## config.mk

```make
export PLATFORM = sky130hd
export DESIGN_NAME = imem_load_ctrl_flat
export DESIGN_NICKNAME = d
export VERILOG_FILES = /design/src/rtl/imem_load_ctrl_pkg.sv /design/src/rtl/imem_load_ctrl_if.sv /design/src/rtl/imem_load_ctrl_assembler.sv /design/src/rtl/imem_load_ctrl.sv /design/src/flat_wrapper.sv
export SDC_FILE = /design/constraint.sdc
export NUM_CORES = 1
export LEC_CHECK = 0
export ABC_AREA = 1
export BUFFER_PORTS_ARGS = -buffer_cell sky130_fd_sc_hd__buf_4
export CAP_MARGIN = 20
export CORE_MARGIN = 3
export CORE_UTILIZATION = 45
export CTS_BUF_LIST = sky130_fd_sc_hd__clkbuf_8
export DETAILED_ROUTE_END_ITERATION = 16
export GPL_ROUTABILITY_DRIVEN = 0
export PLACE_DENSITY = 0.88
export SLEW_MARGIN = 40
export SYNTH_ARGS = -nofsm -noshare
export SYNTH_HDL_FRONTEND = slang
export SYNTH_SLANG_ARGS = --single-unit
```

## constraint.sdc

```tcl
create_clock -name clk -period 2 [get_ports clk]
set_input_delay 0.4 -clock clk [delete_from_list [all_inputs] [get_ports clk]]
set_output_delay 0.4 -clock clk [all_outputs]
set_load 0.01 [all_outputs]
```

## src/rtl/imem_load_ctrl_pkg.sv

```systemverilog
// Shared constants, FSM state type and state decode helper for the
// instruction-RAM load controller. IMEM_LOAD_CHECKSUM_EN adds the CHK state.
package imem_pkg;

  localparam int unsigned WORD_W = 22;
  localparam int unsigned ADDR_W = 22;
  localparam int unsigned DEPTH  = 101;
  localparam int unsigned IDX_W  = 7;

  // MOVER R0, #0 -- harmless filler fed to the core while stalled or out of range
  localparam logic [WORD_W-1:0] IMEM_NOP = 22'b1001101000000000000000;

  typedef enum logic [3:0] {
    IDLE,
    LEN,
    B2,
    B1,
    B0,
    WR,
    DONE,
    ERR
`ifdef IMEM_LOAD_CHECKSUM_EN
    ,
    CHK
`endif
  } state_e;

  // States in which the loader byte stream is being consumed
  function automatic logic takes_byte(input state_e s);
    case (s)
      LEN, B2, B1, B0: return 1'b1;
`ifdef IMEM_LOAD_CHECKSUM_EN
      CHK:             return 1'b1;
`endif
      default:         return 1'b0;
    endcase
  endfunction

endpackage

```

## src/rtl/imem_load_ctrl_if.sv

```systemverilog
// Byte-serial loader stream (valid/ready handshake).
interface imem_load_ctrl_if;
  logic       byte_valid;
  logic [7:0] byte_data;
  logic       byte_ready;

  modport master (output byte_valid, output byte_data, input  byte_ready);
  modport slave  (input  byte_valid, input  byte_data, output byte_ready);
endinterface

```

## src/rtl/imem_load_ctrl_assembler.sv

```systemverilog
// imem_word_assembler: three-byte shift register building one instruction
// word, plus a running XOR of every data byte of the current load.
module imem_word_assembler #(
  parameter int unsigned WORD_W = imem_pkg::WORD_W
) (
  input  logic              clk,
  input  logic              rst_n,
  input  logic              clr_i,
  input  logic              shift_i,
  input  logic [7:0]        byte_i,
  output logic [WORD_W-1:0] word_o,
  output logic [7:0]        csum_o
);

  logic [23:0] sr_q;
  logic [7:0]  csum_q;
  logic        unused_hi;

  // Shift in accepted data bytes MSB first; checksum restarts on each load
  always_ff @(posedge clk) begin
    if (!rst_n) begin
      sr_q   <= '0;
      csum_q <= '0;
    end else begin
      if (shift_i) begin
        sr_q <= {sr_q[15:0], byte_i};
      end
      if (clr_i) begin
        csum_q <= '0;
      end else if (shift_i) begin
        csum_q <= csum_q ^ byte_i;
      end
    end
  end

  // Top bits of the first byte are dropped: the word is only WORD_W wide
  assign word_o    = sr_q[WORD_W-1:0];
  assign csum_o    = csum_q;
  assign unused_hi = ^sr_q[23:WORD_W];

endmodule

```

## src/rtl/imem_load_ctrl.sv

```systemverilog
// imem_load_ctrl: fetch passthrough for the instruction RAM plus a byte-serial
// loader that stalls the core, writes words from index 0 upward and releases it.
// Optional IMEM_LOAD_CHECKSUM_EN: a trailing XOR checksum byte is verified.
module imem_load_ctrl
  import imem_pkg::*;
#(
  parameter int unsigned WORD_W = imem_pkg::WORD_W,
  parameter int unsigned ADDR_W = imem_pkg::ADDR_W,
  parameter int unsigned DEPTH  = imem_pkg::DEPTH,
  parameter int unsigned IDX_W  = imem_pkg::IDX_W
) (
  input  logic              clk,
  input  logic              rst_n,
  input  logic [ADDR_W-1:0] cpu_addr,
  output logic [WORD_W-1:0] cpu_instr,
  output logic              cpu_stall,
  input  logic              load_req,
  imem_load_ctrl_if.slave   ld,
  output logic [IDX_W-1:0]  mem_raddr,
  input  logic [WORD_W-1:0] mem_rdata,
  output logic              mem_we,
  output logic [IDX_W-1:0]  mem_waddr,
  output logic [WORD_W-1:0] mem_wdata,
  output logic              load_done,
  output logic              load_err,
  output logic [IDX_W-1:0]  words_loaded
);

  localparam logic [ADDR_W-3:0] DEPTH_IDX = (ADDR_W-2)'(DEPTH);
  localparam logic [7:0]        DEPTH_B   = 8'(DEPTH);
  localparam logic [IDX_W-1:0]  ONE_IDX   = IDX_W'(1);

  state_e            state_q, state_d;
  logic              cpu_stall_q, byte_ready_q, mem_we_q, load_done_q, load_err_q;
  logic [IDX_W-1:0]  waddr_q, words_q, n_q;
  logic              accept, start, asm_shift;
  logic [WORD_W-1:0] asm_word;
  logic [7:0]        asm_csum;
  logic              unused_addr;

  assign accept    = ld.byte_valid & byte_ready_q;
  assign start     = (state_q == IDLE) & load_req;
  assign asm_shift = accept & ((state_q == B2) | (state_q == B1) | (state_q == B0));

  imem_word_assembler #(.WORD_W(WORD_W)) u_asm (
    .clk     (clk),
    .rst_n   (rst_n),
    .clr_i   (start),
    .shift_i (asm_shift),
    .byte_i  (ld.byte_data),
    .word_o  (asm_word),
    .csum_o  (asm_csum)
  );

  // Next-state decode; outputs below are registered from state_d so they
  // line up with the state they belong to
  always_comb begin
    state_d = state_q;
    case (state_q)
      IDLE: if (load_req) state_d = LEN;
      LEN: begin
        if (accept) begin
          if ((ld.byte_data == 8'd0) || (ld.byte_data > DEPTH_B)) state_d = ERR;
          else                                                    state_d = B2;
        end
      end
      B2: if (accept) state_d = B1;
      B1: if (accept) state_d = B0;
      B0: if (accept) state_d = WR;
      WR: begin
        if ((words_q + ONE_IDX) == n_q) begin
`ifdef IMEM_LOAD_CHECKSUM_EN
          state_d = CHK;
`else
          state_d = DONE;
`endif
        end else begin
          state_d = B2;
        end
      end
`ifdef IMEM_LOAD_CHECKSUM_EN
      CHK: begin
        if (accept) begin
          if (ld.byte_data == asm_csum) state_d = DONE;
          else                          state_d = ERR;
        end
      end
`endif
      DONE:    state_d = IDLE;
      ERR:     state_d = IDLE;
      default: state_d = IDLE;
    endcase
  end

  // State register, registered control outputs and load bookkeeping
  always_ff @(posedge clk) begin
    if (!rst_n) begin
      state_q      <= IDLE;
      cpu_stall_q  <= 1'b0;
      byte_ready_q <= 1'b0;
      mem_we_q     <= 1'b0;
      load_done_q  <= 1'b0;
      load_err_q   <= 1'b0;
      waddr_q      <= '0;
      words_q      <= '0;
      n_q          <= '0;
    end else begin
      state_q      <= state_d;
      cpu_stall_q  <= (state_d != IDLE);
      byte_ready_q <= takes_byte(state_d);
      mem_we_q     <= (state_d == WR);
      load_done_q  <= (state_d == DONE);
      if (start) begin
        load_err_q <= 1'b0;
        words_q    <= '0;
        waddr_q    <= '0;
      end else begin
        if (state_d == ERR) load_err_q <= 1'b1;
        if (state_q == WR) begin
          waddr_q <= waddr_q + ONE_IDX;
          words_q <= words_q + ONE_IDX;
        end
      end
      if ((state_q == LEN) && accept) n_q <= ld.byte_data[IDX_W-1:0];
    end
  end

  // Fetch path: full word index is range-checked, not just the RAM index bits
  always_comb begin
    cpu_instr = mem_rdata;
    if (cpu_stall_q || (cpu_addr[ADDR_W-1:2] >= DEPTH_IDX)) cpu_instr = IMEM_NOP;
  end

  assign mem_raddr     = cpu_addr[IDX_W+1:2];
  assign unused_addr   = ^cpu_addr[1:0];
  assign cpu_stall     = cpu_stall_q;
  assign ld.byte_ready = byte_ready_q;
  assign mem_we        = mem_we_q;
  assign mem_waddr     = waddr_q;
  assign mem_wdata     = asm_word;
  assign load_done     = load_done_q;
  assign load_err      = load_err_q;
  assign words_loaded  = words_q;

`ifndef IMEM_LOAD_CHECKSUM_EN
  logic unused_csum;
  assign unused_csum = ^asm_csum;
`endif

endmodule
```

## src/flat_wrapper.sv

```systemverilog
// flat-port wrapper written by rule: the top's interface ports become plain ports
module imem_load_ctrl_flat import imem_pkg::*;
#(
  parameter int unsigned WORD_W = imem_pkg::WORD_W,
  parameter int unsigned ADDR_W = imem_pkg::ADDR_W,
  parameter int unsigned DEPTH  = imem_pkg::DEPTH,
  parameter int unsigned IDX_W  = imem_pkg::IDX_W
)
  (clk, rst_n, cpu_addr, cpu_instr, cpu_stall, load_req, mem_raddr, mem_rdata, mem_we, mem_waddr, mem_wdata, load_done, load_err, words_loaded, ld_byte_valid, ld_byte_data, ld_byte_ready);
  imem_load_ctrl_if ld_i ();
  input  logic clk;
  input  logic rst_n;
  input  logic [ADDR_W-1:0] cpu_addr;
  output logic [WORD_W-1:0] cpu_instr;
  output logic cpu_stall;
  input  logic load_req;
  output logic [IDX_W-1:0] mem_raddr;
  input  logic [WORD_W-1:0] mem_rdata;
  output logic mem_we;
  output logic [IDX_W-1:0] mem_waddr;
  output logic [WORD_W-1:0] mem_wdata;
  output logic load_done;
  output logic load_err;
  output logic [IDX_W-1:0] words_loaded;
  input wire logic [$bits(ld_i.byte_valid)-1:0] ld_byte_valid;
  input wire logic [$bits(ld_i.byte_data)-1:0] ld_byte_data;
  output wire logic [$bits(ld_i.byte_ready)-1:0] ld_byte_ready;
  assign ld_i.byte_valid = ld_byte_valid;
  assign ld_i.byte_data = ld_byte_data;
  assign ld_byte_ready = ld_i.byte_ready;
  imem_load_ctrl #(.WORD_W(WORD_W), .ADDR_W(ADDR_W), .DEPTH(DEPTH), .IDX_W(IDX_W)) u_core (.clk(clk), .rst_n(rst_n), .cpu_addr(cpu_addr), .cpu_instr(cpu_instr), .cpu_stall(cpu_stall), .load_req(load_req), .ld(ld_i), .mem_raddr(mem_raddr), .mem_rdata(mem_rdata), .mem_we(mem_we), .mem_waddr(mem_waddr), .mem_wdata(mem_wdata), .load_done(load_done), .load_err(load_err), .words_loaded(words_loaded));
endmodule
```

# --- Word-level counts from Yosys, hierarchy flattened ---
# Index checks and enable logic that the tools add are counted.
totals:
  register_bits: 52
  latchBits: 0
  ram_bits: 0
  romBits: 0
  inputBits: 56
  output_inout_bits: 70
  word_cells: 51
  memories: 0
op_classes:
  add_sub_neg: 2
  multipliers: 0
  div: 0
  order_cmp: 2
  eq_ne: 13
  n_shift: 0
  muxes: 10
  bitwise: 6
  reduce_logical: 8
ops:
  columns: ["op", "n"]
  rows:
  - ["$eq 4x3->1 const B", 6]
  - ["$pmux 4 s6", 1]
  - ["$mux 22", 1]
  - ["$ge 20x7->1 const B", 1]
  - ["$mux 4", 5]
  - ["$eq 4x2->1 const B", 4]
  - ["$add 7x1->7 const B", 2]
  - ["$eq 4x1->1 const B", 2]
  - ["$gt 8x7->1 const B", 1]
  - ["$logic_not 8->1", 1]
  - ["$eq 7x7->1", 1]
  - ["$mux 3", 2]
  - ["$logic_not 4->1", 1]
  - ["$reduce_bool 4->1", 1]
  - ["$reduce_or 4->1", 1]
  - ["$and 1x1->1", 3]
  - ["$logic_or 1x1->1", 2]
  - ["$or 1x1->1", 2]
  - ["$reduce_or 2->1", 1]
  - ["$logic_and 1x1->1", 1]
  - ["$mux 1", 1]
  - ["$not 1->1", 1]

# --- Logic depth before layout (Yosys ltp) ---
depth:
  depth_word: 8
  depth_mapped: 13
  depth_no_buf: 13

# --- Modules after synthesis ---
# From an unflattened synthesis, not the netlist that was laid out.
unflattened:
  hier_cells: 418
  area_unflattened_um2: 2852.7
modules_own_cells:
  columns: ["mod", "n_inst", "cells_per_inst", "area_per_inst_um2", "seq_area_each_um2"]
  rows:
  - ["imem_load_ctrl", 1, 280, 1771.7, 600.6]
  - ["imem_word_assembler", 1, 138, 1081.0, 600.6]

# --- Worst setup path after synthesis ---
# Ideal clock, no wire load.
synth_path:
  kind: "input to output"
  startpoint: "input cpu_addr[17]"
  endpoint: "output cpu_instr[17]"
  t_arrival_ns: 1.397
  required_ns: 1.600
  setup_slack_ns: 0.203
  stages: 5
  path_buffers: 1
  path_cell_list: "nor4_1 -> nand4_1 -> o21bai_1 -> buf_2 -> or2_2"
synth_between:
  elab_chain_len: 3
synth_lines:
  columns: ["item", "line", "rtl"]
  rows:
  - ["from (decl)", "flat_wrapper.sv:13", "input logic [ADDR_W-1:0] cpu_addr;"]
  - ["$ge 20x7->1", "imem_load_ctrl.sv:131", "if (cpu_stall_q || (cpu_addr[ADDR_W-1:2] >= DEPTH_IDX)) cpu_instr = IMEM_NOP;"]
  - ["$logic_or 1x1->1", "imem_load_ctrl.sv:131", null]
  - ["$mux 22", "imem_load_ctrl.sv:131", null]
  - ["to (decl)", "flat_wrapper.sv:14", "output logic [WORD_W-1:0] cpu_instr;"]
# Every way passes these cells.

# --- Worst setup path after layout ---
layout_path:
  startpoint: "register u_core.cpu_stall_q, in the netlist u_core.cpu_stall"
  endpoint: "output cpu_instr[7]"
layout_between:
  elab_chain_len: 2
layout_lines:
  columns: ["item", "line", "rtl"]
  rows:
  - ["from (decl)", "imem_load_ctrl.sv:34", "logic cpu_stall_q, byte_ready_q, mem_we_q, load_done_q, load_err_q;"]
  - ["from (signal assigned)", "imem_load_ctrl.sv:109", "cpu_stall_q <= (state_d != IDLE);"]
  - ["$logic_or 1x1->1", "imem_load_ctrl.sv:131", null]
  - ["$mux 22", "imem_load_ctrl.sv:131", null]
# Every way passes these cells.

==> impl_results.md <==
* Worst Path Buf+Inv at 2
* TritonRoute pass-1 iters at 4
* Seq/Total Area, Yosys at a little over two fifths
* Fin nets at between 500 and 600
* Post-synthesis register bit count at 52
* Final min period at about 2 ns
* Worst Path Required at between 1.5 and 2 ns
* Failing checks: setup timing
* R2r setup slk at roughly 0.25 ns
* Crit start category: register
* Final-report hold violation count at 0
* Status: finished with violations
* Synth top cells by count: nor2_1, nand2_1, inv_1, dfxtp_1, o21ai_0
* CTS tree: built
* Met2 routed wirelength at between 3 and 4 mm
* Internal at 1.55 mW
* Sw Share at between 20% and 30%
* Multi-input logic area at between 1000 and 1500 sq um
* Vias in the first global route at roughly 2500
* Relative slew slack at just under 60%
* Initial DRC Count at 73
* CP endpoint kind: output pin
* Post-synth net total at about 430
* Clk network pwr share at 37.8%
* Setup TNS at -0.225 ns
* Crit-path cells: nor4_2 > nand4_1 > o21bai_4 > buf_6 > nor2_1 > buf_4
* Number of max-cap violations at 0
* Vias at around 2700
* Worst min path class: in -> reg
* Critical path arrival at roughly 1.7 ns
* Reg2reg path depth at 12
* Setup bufs post-CTS at 0
* Cell Area, Synth at between 2000 and 2500 sq um
* FP Rows at 26
* Worst Hold End: u_core.u_asm.sr_q[7]
* Number of fill cells at about 450
* Crit-path leading delay family: simple AND/OR/NAND/NOR gates
* Ys flop type: dfxtp_1
* Critical path class: reg -> out
* Wire length of the first global-routing pass at roughly 11 mm
* Clock tree buffer depth at 2
* Final worst slack at -0.0532 ns
* Worst hold start: ld_byte_data[7]
* Yosys Warn Count at 0
* Synth async-reset ratio at 0%
* Drt wl/cell at roughly 13 um
* Met1 Routed Length at 2.50 mm
* P_leak at between 1.5 and 2 nW
* Clock sink count at 52
* # setup viols final at 15
* RSZ-0062 raised after global routing: yes
* Final-report max-slew violation count at 0
* Flop pwr share at a little over half
* CTS buffer count at 5
* Initial Util at 47.5%
* Cell taking the most area after synthesis: dfxtp_1
* Final period util at 103%
* CTS H-Tree Depth at 2
* Mean post-synth cell area at 6.67 sq um
* Dpl hpwl at around 5.5 mm
* EDFF count, synth at 0
* CORE AREA at about 5200 sq um
* Initial antenna violation count at 0
* Peak supply drop at ~0.64 mV
* ANT nets after route at 0
* Drt total wl at ~7.0 mm
* Cell count after synthesis at between 300 and 400
* Largest cells by area after synthesis: dfxtp_1, nor2_1, nand2_1
* I/O Buffers at ~120
* Synth top area share at between 40% and 50%
* Pin count of the biggest net entering global routing at 33
* Die Ht at between 80 and 90 um
* Die X at roughly 80 um
* Via-per-instance ratio at a little under 5
* Switching power of the nets at between 0.4 and 0.5 mW
* Register Area at 1040 sq um
* Global route overflow at 0
* Worst-path clk slew at 0.09 ns
* Routed wl met3 at ~660 um
* CP max stage cell: dfxtp_2
* Antenna diodes at 0
* CP max stage delay at 0.33 ns
* Die area at ~6500 sq um
* Number of top-level pins at 126
* Worst slew pin tran at between 0.6 and 0.7 ns
* Clock Latency Late Sink at 0.30 ns
* Distinct cells, synth at 31
* Max Freq at slightly below 500 MHz
* Layout Skew at around 0.0083 ns
* Layout cells sized above 1 at about a third
* Hold Path Stages at 3
* Final Util at 70.0%
* Crit path max fanout at 8
* Hold_buf cts at 0
* Combinational Power Share at approximately a tenth
* Origin of the critical flop-to-flop path: u_core.words_loaded[0]
* Reg-to-Reg End: u_core.state_q[2]
* DRC errors left at 0
* Gr usage total at 21.4%
* Power per cell area at about 540 nW/um^2
* Area Overhead vs Synth at 47.4%
* Most numerous cell in the Yosys netlist: nor2_1
* Uppermost layer routed: met4
* Clock root buffer: clkbuf_8
worst reg2reg max path: cells and delay by family (launching register included):
kind | cells | cell delay (ns)
simple gates | 11 | 1.05
flops | 1 | 0.44
fa+ha+maj | 1 | 0.22
layout make-up:
cell class	instances	area share [%]
Multi-Input combinational cell	249	33.2
Sequential cell	52	28.4
Timing Repair Buffer	128	27.2
Inverter	53	5.42
Tap cell	70	2.39
Clock buffer	6	2.25
Clock inverter	2	1.06
state kept, by name, summed over array words and instances, names as in the netlist:
signal                cells
u_core.load_done          1
u_core.load_err           1
u_core.state_q            4
u_core.cpu_stall          1
u_core.ld.byte_ready      1
u_core.u_asm.sr_q        22
u_core.words_loaded       7
u_core.n_q                7
u_core.mem_waddr          7
u_core.mem_we             1
placed cells by master, fill, tap and decap left out, types with 3 or more instances in the layout:
cell type	count
buf_6	10
nand3_1	16
buf_4	118
nor2_2	4
nor2_1	79
nor3_1	3
dfxtp_1	51
clkbuf_8	6
nand2_1	57
nor2_4	5
inv_1	53
a21oi_1	21
nor4_2	3
nand4_1	4
o21ai_0	35
or2_4	4
metal layers:
layer | GRT usage [%] | up-vias
li1 | - | 1391
met1 | 21.7 | 1196
met2 | 41.9 | 97
met3 | 5.83 | 8
met4 | 6.08 | 0
met5 | 0 | -
kinds of logic after synthesis:
logic type,after synthesis,share of synthesized area [%]
and+or+nand+nor,184,31.7
buffers and inverters,72,12.2
AOI/OAI and AO/OA,61,12.7
adders and majority gates,2,1.01
other,1,0.151
DFF,52,41.9
xor gates and xnor gates,1,0.352
power by group through the flow:
stage	clock [mW]	combinational (mW)	sequential, mW
after detailed placement	0	0.177	1.07
after global placement	0	0.173	1.07
after CTS	0.769	0.182	1.05
after floorplan	0	0.0717	1.07
final	0.749	0.186	1.05
after global routing	0.816	0.204	1.05
worst max-delay path by stage:
stage	start	to	slack, ns	depth (start not counted)
global route	u_core.cpu_stall	cpu_instr[7]	-0.16	6
detailed placement	cpu_addr[18]	cpu_instr[20]	-0.05	7
floorplan	cpu_addr[17]	cpu_instr[17]	0.20	5
CTS	cpu_addr[18]	cpu_instr[20]	0.03	7
finish	u_core.cpu_stall	cpu_instr[7]	-0.05	6
global placement	cpu_addr[18]	cpu_instr[18]	-0.05	6
stage by stage:
step	total power, mW	setup slack, ns	instances	area [sq um]	hold WS, ns
after floorplan	1.14	0.203	373	2490	0.444
after detailed placement	1.25	-0.0550	552	3430	0.464
after global placement	1.24	-0.0488	552	3430	0.458
after CTS	2.00	0.0290	560	3590	0.362
final	1.98	-0.0532	560	3670	0.366
after global routing	2.07	-0.159	560	3670	0.373
what timing repair did:
action / in CTS / in global routing
pin swaps: 0 / 4
gates resized for setup: 6 / 24
endpoints found under the setup margin: 22 / 21
(Power assumes the default switching activity.)
